==> config.mk <==
export PLATFORM = sky130hd
export DESIGN_NAME = match_sequencer
export DESIGN_NICKNAME = d
export VERILOG_FILES = /design/src/rtl/game_defs.sv /design/src/rtl/sat_score_ctr.sv /design/src/rtl/match_sequencer.sv
export SDC_FILE = /design/constraint.sdc
export NUM_CORES = 1
export LEC_CHECK = 0
export ABC_AREA = 1
export ABC_CLOCK_PERIOD_IN_PS = 3900
export CORE_UTILIZATION = 45
export CTS_CLUSTER_DIAMETER = 100
export DETAILED_ROUTE_END_ITERATION = 16
export PLACE_DENSITY = 0.68
export SETUP_SLACK_MARGIN = 0.2
export SYNTH_ARGS = -nofsm -noshare
export SYNTH_HDL_FRONTEND = slang
export SYNTH_HIERARCHICAL = 1
export SYNTH_SLANG_ARGS = --single-unit
==> constraint.sdc <==
create_clock -name clk -period 3.9 [get_ports clk]
set_clock_uncertainty 0.1 [all_clocks]
set_input_delay 1.17 -clock clk [delete_from_list [all_inputs] [get_ports clk]]
set_output_delay 1.17 -clock clk [all_outputs]
set_load 0.005 [all_outputs]
==> src/rtl/game_defs.sv <==
// Shared encodings for the tug-of-war match sequencer.
package game_defs;

  typedef enum logic [2:0] {
    ST_IDLE         = 3'd0,
    ST_TUG_RUN      = 3'd1,
    ST_CHECK        = 3'd2,
    ST_SPEED_LAUNCH = 3'd3,
    ST_SPEED_RUN    = 3'd4,
    ST_SPEED_EXIT   = 3'd5,
    ST_GAME_OVER    = 3'd6,
    ST_FAULT        = 3'd7
  } state_t;

  localparam logic [1:0] WIN_NONE  = 2'b00;
  localparam logic [1:0] WIN_LEFT  = 2'b01;
  localparam logic [1:0] WIN_RIGHT = 2'b10;

  localparam int DEF_WIN_SCORE    = 5;
  localparam int DEF_SPEED_POINTS = 2;

endpackage

==> src/rtl/sat_score_ctr.sv <==
// Score register: saturating add of 1 or POINTS, synchronous clear.
module sat_score_ctr #(
  parameter int W      = 4,
  parameter int POINTS = 2
) (
  input  logic         clk,
  input  logic         rst,
  input  logic         clr,
  input  logic         add_one,
  input  logic         add_pts,
  output logic [W-1:0] score
);

  localparam logic [W:0] MAX = {1'b0, {W{1'b1}}};

  logic [W-1:0] score_q;
  logic [W-1:0] score_d;
  logic [W:0]   inc;
  logic [W:0]   sum;

  always_comb begin
    inc = '0;
    if (add_pts) begin
      inc = (W+1)'(POINTS);
    end else if (add_one) begin
      inc = (W+1)'(1);
    end
    // one guard bit so an overflow clamps instead of wrapping
    sum = {1'b0, score_q} + inc;
    score_d = score_q;
    if (clr) begin
      score_d = '0;
    end else if (sum > MAX) begin
      score_d = '1;
    end else begin
      score_d = sum[W-1:0];
    end
  end

  always_ff @(posedge clk) begin
    if (rst) begin
      score_q <= '0;
    end else begin
      score_q <= score_d;
    end
  end

  assign score = score_q;

endmodule

==> src/rtl/match_sequencer.sv <==
// Match scheduler: normal tug rounds, periodic speed rounds, scoring,
// winner detection and a speed-round timeout watchdog.
module match_sequencer
  import game_defs::*;
#(
  parameter int SCORE_W       = 4,
  parameter int WIN_SCORE     = DEF_WIN_SCORE,
  parameter int SPEED_EVERY   = 2,
  parameter int SPEED_POINTS  = DEF_SPEED_POINTS,
  parameter int TIMEOUT_TICKS = 63
) (
  input  logic               clk,
  input  logic               rst,
  input  logic               slowen,
  input  logic               start,
  input  logic               tug_done,
  input  logic               tug_left_won,
  input  logic               winspeed,
  input  logic               speed_right,
  input  logic               speed_tie,
  input  logic               speed_exit,
  output logic               tug_enable,
  output logic               speed_round,
  output logic [SCORE_W-1:0] score_left,
  output logic [SCORE_W-1:0] score_right,
  output logic               match_over,
  output logic [1:0]         match_winner,
  output logic               fault
);

  localparam int RND_W = 4;
  localparam int TO_W  = $clog2(TIMEOUT_TICKS + 1);

  localparam logic [RND_W-1:0] RND_LAST =
    RND_W'(SPEED_EVERY);
  localparam logic [TO_W-1:0] TO_LAST =
    TO_W'(TIMEOUT_TICKS - 1);
  localparam logic [SCORE_W-1:0] WIN_VAL =
    SCORE_W'(WIN_SCORE);

  state_t           state_q, state_d;
  logic [RND_W-1:0] rnd_q, rnd_d;
  logic [TO_W-1:0]  to_q, to_d;

  logic       tug_enable_q, tug_enable_d;
  logic       speed_round_q, speed_round_d;
  logic       match_over_q, match_over_d;
  logic [1:0] match_winner_q, match_winner_d;
  logic       fault_q, fault_d;

  logic clr_sc;
  logic l_one, r_one, l_pts, r_pts;
  logic left_win, right_win;
  logic to_hit;

  assign left_win  = score_left >= WIN_VAL;
  assign right_win = score_right >= WIN_VAL;

  always_comb begin
    state_d = state_q;
    rnd_d   = rnd_q;
    to_d    = to_q;
    clr_sc  = 1'b0;
    l_one   = 1'b0;
    r_one   = 1'b0;
    l_pts   = 1'b0;
    r_pts   = 1'b0;
    to_hit  = 1'b0;
    unique case (state_q)
      ST_IDLE, ST_GAME_OVER, ST_FAULT: begin
        if (start) begin
          state_d = ST_TUG_RUN;
          clr_sc  = 1'b1;
          rnd_d   = '0;
        end
      end
      ST_TUG_RUN: begin
        if (tug_done) begin
          l_one   = tug_left_won;
          r_one   = !tug_left_won;
          rnd_d   = rnd_q + RND_W'(1);
          state_d = ST_CHECK;
        end
      end
      ST_CHECK: begin
        if (left_win || right_win) begin
          state_d = ST_GAME_OVER;
        end else if (rnd_q == RND_LAST) begin
          rnd_d   = '0;
          state_d = ST_SPEED_LAUNCH;
        end else begin
          state_d = ST_TUG_RUN;
        end
      end
      ST_SPEED_LAUNCH: begin
        to_d    = '0;
        state_d = ST_SPEED_RUN;
      end
      ST_SPEED_RUN: begin
        if (slowen) begin
          to_d   = to_q + TO_W'(1);
          to_hit = to_q >= TO_LAST;
        end
        // watchdog wins over a result arriving on the same cycle
        if (to_hit) begin
          state_d = ST_FAULT;
        end else if (winspeed) begin
          r_pts   = !speed_tie && speed_right;
          l_pts   = !speed_tie && !speed_right;
          state_d = speed_exit ? ST_CHECK : ST_SPEED_EXIT;
        end
      end
      ST_SPEED_EXIT: begin
        if (slowen) begin
          to_d   = to_q + TO_W'(1);
          to_hit = to_q >= TO_LAST;
        end
        if (to_hit) begin
          state_d = ST_FAULT;
        end else if (speed_exit) begin
          state_d = ST_CHECK;
        end
      end
      default: state_d = ST_IDLE;
    endcase

    tug_enable_d   = state_d == ST_TUG_RUN;
    speed_round_d  = state_d == ST_SPEED_LAUNCH;
    match_over_d   = state_d == ST_GAME_OVER;
    fault_d        = state_d == ST_FAULT;
    match_winner_d = WIN_NONE;
    if (state_d == ST_GAME_OVER) begin
      if (left_win) begin
        match_winner_d = WIN_LEFT;
      end else if (right_win) begin
        match_winner_d = WIN_RIGHT;
      end
    end
  end

  always_ff @(posedge clk) begin
    if (rst) begin
      state_q        <= ST_IDLE;
      rnd_q          <= '0;
      to_q           <= '0;
      tug_enable_q   <= 1'b0;
      speed_round_q  <= 1'b0;
      match_over_q   <= 1'b0;
      match_winner_q <= WIN_NONE;
      fault_q        <= 1'b0;
    end else begin
      state_q        <= state_d;
      rnd_q          <= rnd_d;
      to_q           <= to_d;
      tug_enable_q   <= tug_enable_d;
      speed_round_q  <= speed_round_d;
      match_over_q   <= match_over_d;
      match_winner_q <= match_winner_d;
      fault_q        <= fault_d;
    end
  end

  sat_score_ctr #(
    .W      (SCORE_W),
    .POINTS (SPEED_POINTS)
  ) u_left (
    .clk     (clk),
    .rst     (rst),
    .clr     (clr_sc),
    .add_one (l_one),
    .add_pts (l_pts),
    .score   (score_left)
  );

  sat_score_ctr #(
    .W      (SCORE_W),
    .POINTS (SPEED_POINTS)
  ) u_right (
    .clk     (clk),
    .rst     (rst),
    .clr     (clr_sc),
    .add_one (r_one),
    .add_pts (r_pts),
    .score   (score_right)
  );

  assign tug_enable   = tug_enable_q;
  assign speed_round  = speed_round_q;
  assign match_over   = match_over_q;
  assign match_winner = match_winner_q;
  assign fault        = fault_q;

endmodule
== Word level (Yosys, flattened, before mapping) ==
Cells that the tools add are included.

* Bits of input ports: 10
* Logic and storage cells: 94
* Output and inout port bits: 14
* Register bits after elaboration: 27

* Reductions and logical operators: 16
* Order comparisons: 5
* Bitwise gates (word level): 1
* Add/sub/neg operators: 4
* Equality and inequality tests: 17
* Muxes and demuxes: 40

{| class="wikitable"
|+ Operators by type and width
! operator !! count
|-
| $mux 3 || 8
|-
| $mux 4 || 6
|-
| $eq 3x3->1 const B || 6
|-
| $mux 1 || 18
|-
| $pmux 3 s6 || 1
|-
| $pmux 4 s3 || 1
|-
| $pmux 6 s2 || 1
|-
| $add 4x5->5 || 2
|-
| $gt 5x4->1 const B || 2
|-
| $mux 5 || 2
|-
| $eq 3x2->1 const B || 3
|-
| $ge 4x3->1 const B || 2
|-
| $ne 2x2->1 const B || 4
|-
| $add 6x1->6 const B || 1
|-
| $eq 3x1->1 const B || 2
|-
| $ge 6x6->1 const B || 1
|-
| $mux 6 || 1
|-
| $reduce_or 2->1 || 3
|-
| $reduce_or 3->1 || 2
|-
| $reduce_and 5->1 || 1
|-
| $add 4x1->4 const B || 1
|-
| $eq 4x2->1 const B || 1
|-
| $mux 2 || 2
|-
| $logic_not 1->1 || 3
|-
| other kinds (8) || 9
|}

== Logic depth before layout (Yosys ltp) ==
* Depth in word-level cells: 9
* Depth in mapped cells: 14
* Mapped depth without buffers: 14

== Cells and area by module ==
Netlist, hierarchy kept.

{| class="wikitable"
|+ Modules (own cells, without submodules)
! module !! instances !! area each (um^2) !! cells each
|-
| match_sequencer || 1 || 1161.1 || 182
|-
| sat_score_ctr || 2 || 215.2 || 28
|}

== Worst setup path before layout ==
Ideal clock, no wire load.

* Path type: input-to-reg
* Start: in slowen
* End: reg u_left.score_q[3] (netlist: u_left/score[3])
* Arrival time: 2.876 ns
* Cell stages on the path: 12
* Library setup time: 0.115 ns
* Setup slack: 0.809 ns
* Data required time: 3.685 ns
* Path through: nand2_1 -> nor2_1 -> nand2_1 -> nand2_1 -> nor4_1 -> nor2_1 -> ha_1 -> fa_1 -> nand2_1 -> nand2_1 -> a21oi_1 -> nor2_1

* Longest elaborated chain between the ends: 8

{| class="wikitable"
|+ Ends and longest elaborated chain
! what !! line !! source
|-
| from (decl) || match_sequencer.sv:14 || <nowiki>input logic slowen,</nowiki>
|-
| $mux 1 (*) || match_sequencer.sv:100 || <nowiki>if (slowen) begin</nowiki>
|-
| $mux 1 (*) || match_sequencer.sv:69 || <nowiki>unique case (state_q)</nowiki>
|-
| $mux 1 (*) || match_sequencer.sv:105 || <nowiki>if (to_hit) begin</nowiki>
|-
| $mux 1 (*) || match_sequencer.sv:69 ||
|-
| named net l_pts || match_sequencer.sv:52 || <nowiki>logic l_one, r_one, l_pts, r_pts;</nowiki>
|-
| $mux 5 (*) || sat_score_ctr.sv:23 || <nowiki>if (add_pts) begin</nowiki>
|-
| $add 4x5->5 (*) || sat_score_ctr.sv:29 || <nowiki>sum = {1'b0, score_q} + inc;</nowiki>
|-
| $gt 5x4->1 || sat_score_ctr.sv:33 || <nowiki>end else if (sum > MAX) begin</nowiki>
|-
| $mux 4 (*) || sat_score_ctr.sv:33 ||
|-
| to (signal assigned) || sat_score_ctr.sv:44 || <nowiki>score_q <= score_d;</nowiki>
|-
| to (decl) || sat_score_ctr.sv:16 || <nowiki>logic [W-1:0] score_q;</nowiki>
|}

The timed path passes the listed nets; every way through them passes the cells marked *. The select of a mux whose other input is x is not followed.
A chain may end at the register's enable or synchronous reset.

== Final worst setup path ==
Same ends and word-level chain as after synthesis.

==> flow_summary.json <==
{
  "synth.top_cell.area_share_pct": 34.0,
  "maximum_number_of_pins_on_one_net_before_global_route_repair": 16,
  "post_cts_resized": 0,
  "num_vias": 1457,
  "wl_per_cell_um": 10.2,
  "power.static_leakage_nw": 0.883,
  "final.setup.tns_ps": 0,
  "critPathTopFamily": "simple AND/OR/NAND/NOR gates",
  "yosysMostFrequentCell": "nand2_1",
  "clock_path_buffers": 2,
  "die_height_um": 61.5,
  "setup_repair_after_global_routing_missed_its_margin": "false",
  "gpl.final_weighted_congestion": 0.817,
  "detail_route.iter0.violations": 72,
  "criticalPathCategory": "input port to flop",
  "vdd_drop_max_mv": 0.281,
  "number_of_synthesized_flops_with_an_enable_pin": 0,
  "layout.core_utilization_pct": 56.6,
  "tightest_slew_ps": 529,
  "drive_above_1_share_pct": 10.6,
  "worst_ep_arrival_time_ps": 3310,
  "seq_area_frac_synth_pct": 34.0,
  "wire_length_of_the_first_global_routing_pass_mm": 5.24,
  "area_delta_synth_final_pct": 19.6,
  "cp_common_cell": "nand2_1",
  "synthesis.nets": 258,
  "tritoncts_clock_tree": "done",
  "core_sq_mm": 0.00336,
  "crit_path_cell_trace": "clkdlybuf4s50_1 > nand2_1 > nor2_1 > nand2_1 > nand2_1 > nor4_1 > nor2_1 > ha_1 > fa_1 > nand2_1 > nand2_1 > a21oi_1 > nor2_1",
  "mappedNetlistArea_sq_mm": 0.00159,
  "tritoncts_num_sinks": 27,
  "synth.ff_latch_count": 27,
  "die_width_um": 61.5,
  "finalMaxSlewViolations": 0,
  "wl_mm": 3.16,
  "setup_viol_count_final": 0,
  "syn-instance-count": 238,
  "initial_utilization_pct": 47.3,
  "cts-hold-fix-buffers": 0,
  "cts_inserted_buffers": 3,
  "achievable-frequency_ghz": 0.317,
  "final_antenna_net_count": 0,
  "multi_input_area_sq_um": 890,
  "critPathLaunch": "slowen",
  "crit_path_start_kind": "input port",
  "post_synth_most_frequent_cells": "nand2_1, inv_1, nor2_1",
  "number_of_unique_standard_cell_types_used_by_synthesis": 25,
  "sequential_cell_area_sq_um": 541,
  "buffer_ports.inserted": 23,
  "drtPass1Iterations": 4,
  "antenna_found_initial": 0,
  "dp_hpwl_mm": 2.53,
  "timing.final.crit_period_ps": 3160,
  "critical_path.reg2reg.startpoint": "to_q[0]$_SDFFE_PP0P_",
  "synth_top_cells_by_area": "dfxtp_1, nand2_1, inv_1, nor2_1, ha_1",
  "post-cts-setup-buffer-count": 0,
  "cp.buffers_inverters": 1,
  "postSynth.asyncResetShare_pct": 0,
  "pwr_density_cell_mw_per_mm2": 438,
  "cts_max_level": 1,
  "relSlewSlack_pct": 64.6,
  "insertion_delay_ps": 330,
  "clock_tree.root_cell": "clkbuf_4",
  "avgSynthCellArea_sq_um": 6.69,
  "crit_path_end_kind": "flop",
  "post_layout_net_count": 285,
  "critical_path_peak_fanout": 6,
  "cp_data_required_time_ps": 4050,
  "final.fill_count": 355,
  "design_power_total_uw": 833,
  "hold_viol": 0,
  "antenna_cells_inserted": 0,
  "synth.yosys.warnings": 6,
  "dominantRegCellSynth": "dfxtp_1",
  "cts.clk_slew.worst_paths_ps": 150,
  "via_per_inst": 4.70,
  "track_usage_pct": 19.0,
  "io_pins": 24,
  "timing.critical_path.slowest_cell_delay_ps": 440,
  "timing.hold.worst.class": "flop to flop",
  "worst_hold_startpoint": "rnd_q[0]$_SDFFE_PP0P_",
  "grt_remaining_overflow": 0,
  "period_share_pct": 80.9,
  "drv.max_cap_violation_count": 0,
  "count_of_unresolved_drc_violations_after_routing": 0,
  "cpMaxStageDelayCell": "clkdlybuf4s50_1",
  "grt_pass1_vias": 1197,
  "synthDominantAreaCellType": "dfxtp_1",
  "design.die.area_sq_mm": 0.00378,
  "std_cell_rows": 21,
  "outcome": "completed"
}
routing by layer:
layer / part of all wire, % / global-route usage [%] / vias to the layer above / routed length [um]
li1: - / - / 793 / -
met1: 52 / 27.4 / 639 / 1650
met2: 44 / 28.9 / 22 / 1380
met3: 3.5 / 4.41 / 3 / 112
met4: 0.54 / 4.13 / 0 / 17
met5: 0 / 0 / - / 0
cell type report:
cell class / count / area share, %
multi-input combinational: 169 / 46.7
clock buffer: 3 / 1.18
timing repair buffer: 24 / 12.5
tap: 46 / 3.02
sequential: 27 / 28.4
inverter: 40 / 7.89
clock inverter: 1 / 0.263
placed cells by master (no fill, tap or decap), drive strengths merged:
cell,count
nand2,67
inv,40
nor2,40
dfxtp,27
clkdlybuf4s50,23
a21oi,17
nand3,12
o21ai,9
ha,8
nand4,4
xor2,3
clkbuf,3
nor3,3
fa,2
nor4,1
or3,1
a31oi,1
or2,1
clkinv,1
buf,1
metrics by stage:
step	setup slack [ps]	std cells	hold slack, ps	area [sq um]
floorplan	809	238	366	1590
global placement	432	306	388	1880
detailed placement	376	306	400	1880
CTS	761	310	421	1900
global route	586	310	449	1900
finish	744	310	417	1900
worst paths after layout:
| path | depth (start not counted) | endpoint | slack (ps) |
|---|---|---|---|
| max | 13 | u_left/score[3]$_SDFF_PP0_ | 740 |
| min | 2 | rnd_q[0]$_SDFFE_PP0P_ | 420 |
| max reg2reg | 14 | u_left/score[3]$_SDFF_PP0_ | 1350 |
| min reg2reg | 2 | rnd_q[0]$_SDFFE_PP0P_ | 420 |
worst min-delay path, cell delays in order, from the launching register on:
cell and delay (ps):
dfxtp_1 360, nand2_1 70, a21oi_1 60
state kept, by name, summed over array words and instances, names as in the netlist:
register and cells:
state_q 3, match_over 1, rnd_q 4, match_winner 2, fault 1, to_q 6, u_left/score 4, speed_round 1
tug_enable 1, u_right/score 4
power breakdown:
part,leakage (nW),internal (mW),switching (mW)
logic,0.647,0.132,0.238
registers,0.218,0.304,0.0339
clock network,0.0177,0.0386,0.0861
total,0.883,0.474,0.358
cell families after synthesis:
group,share of synthesized area (%)
DFF,34.0
buffers and inverters,10.1
adders and majority gates,8.81
AOI/OAI and AO/OA,9.28
and+or+nand+nor,36.2
xor gates and xnor gates,1.65
No activity file was read; power rests on OpenSTA's default activity.
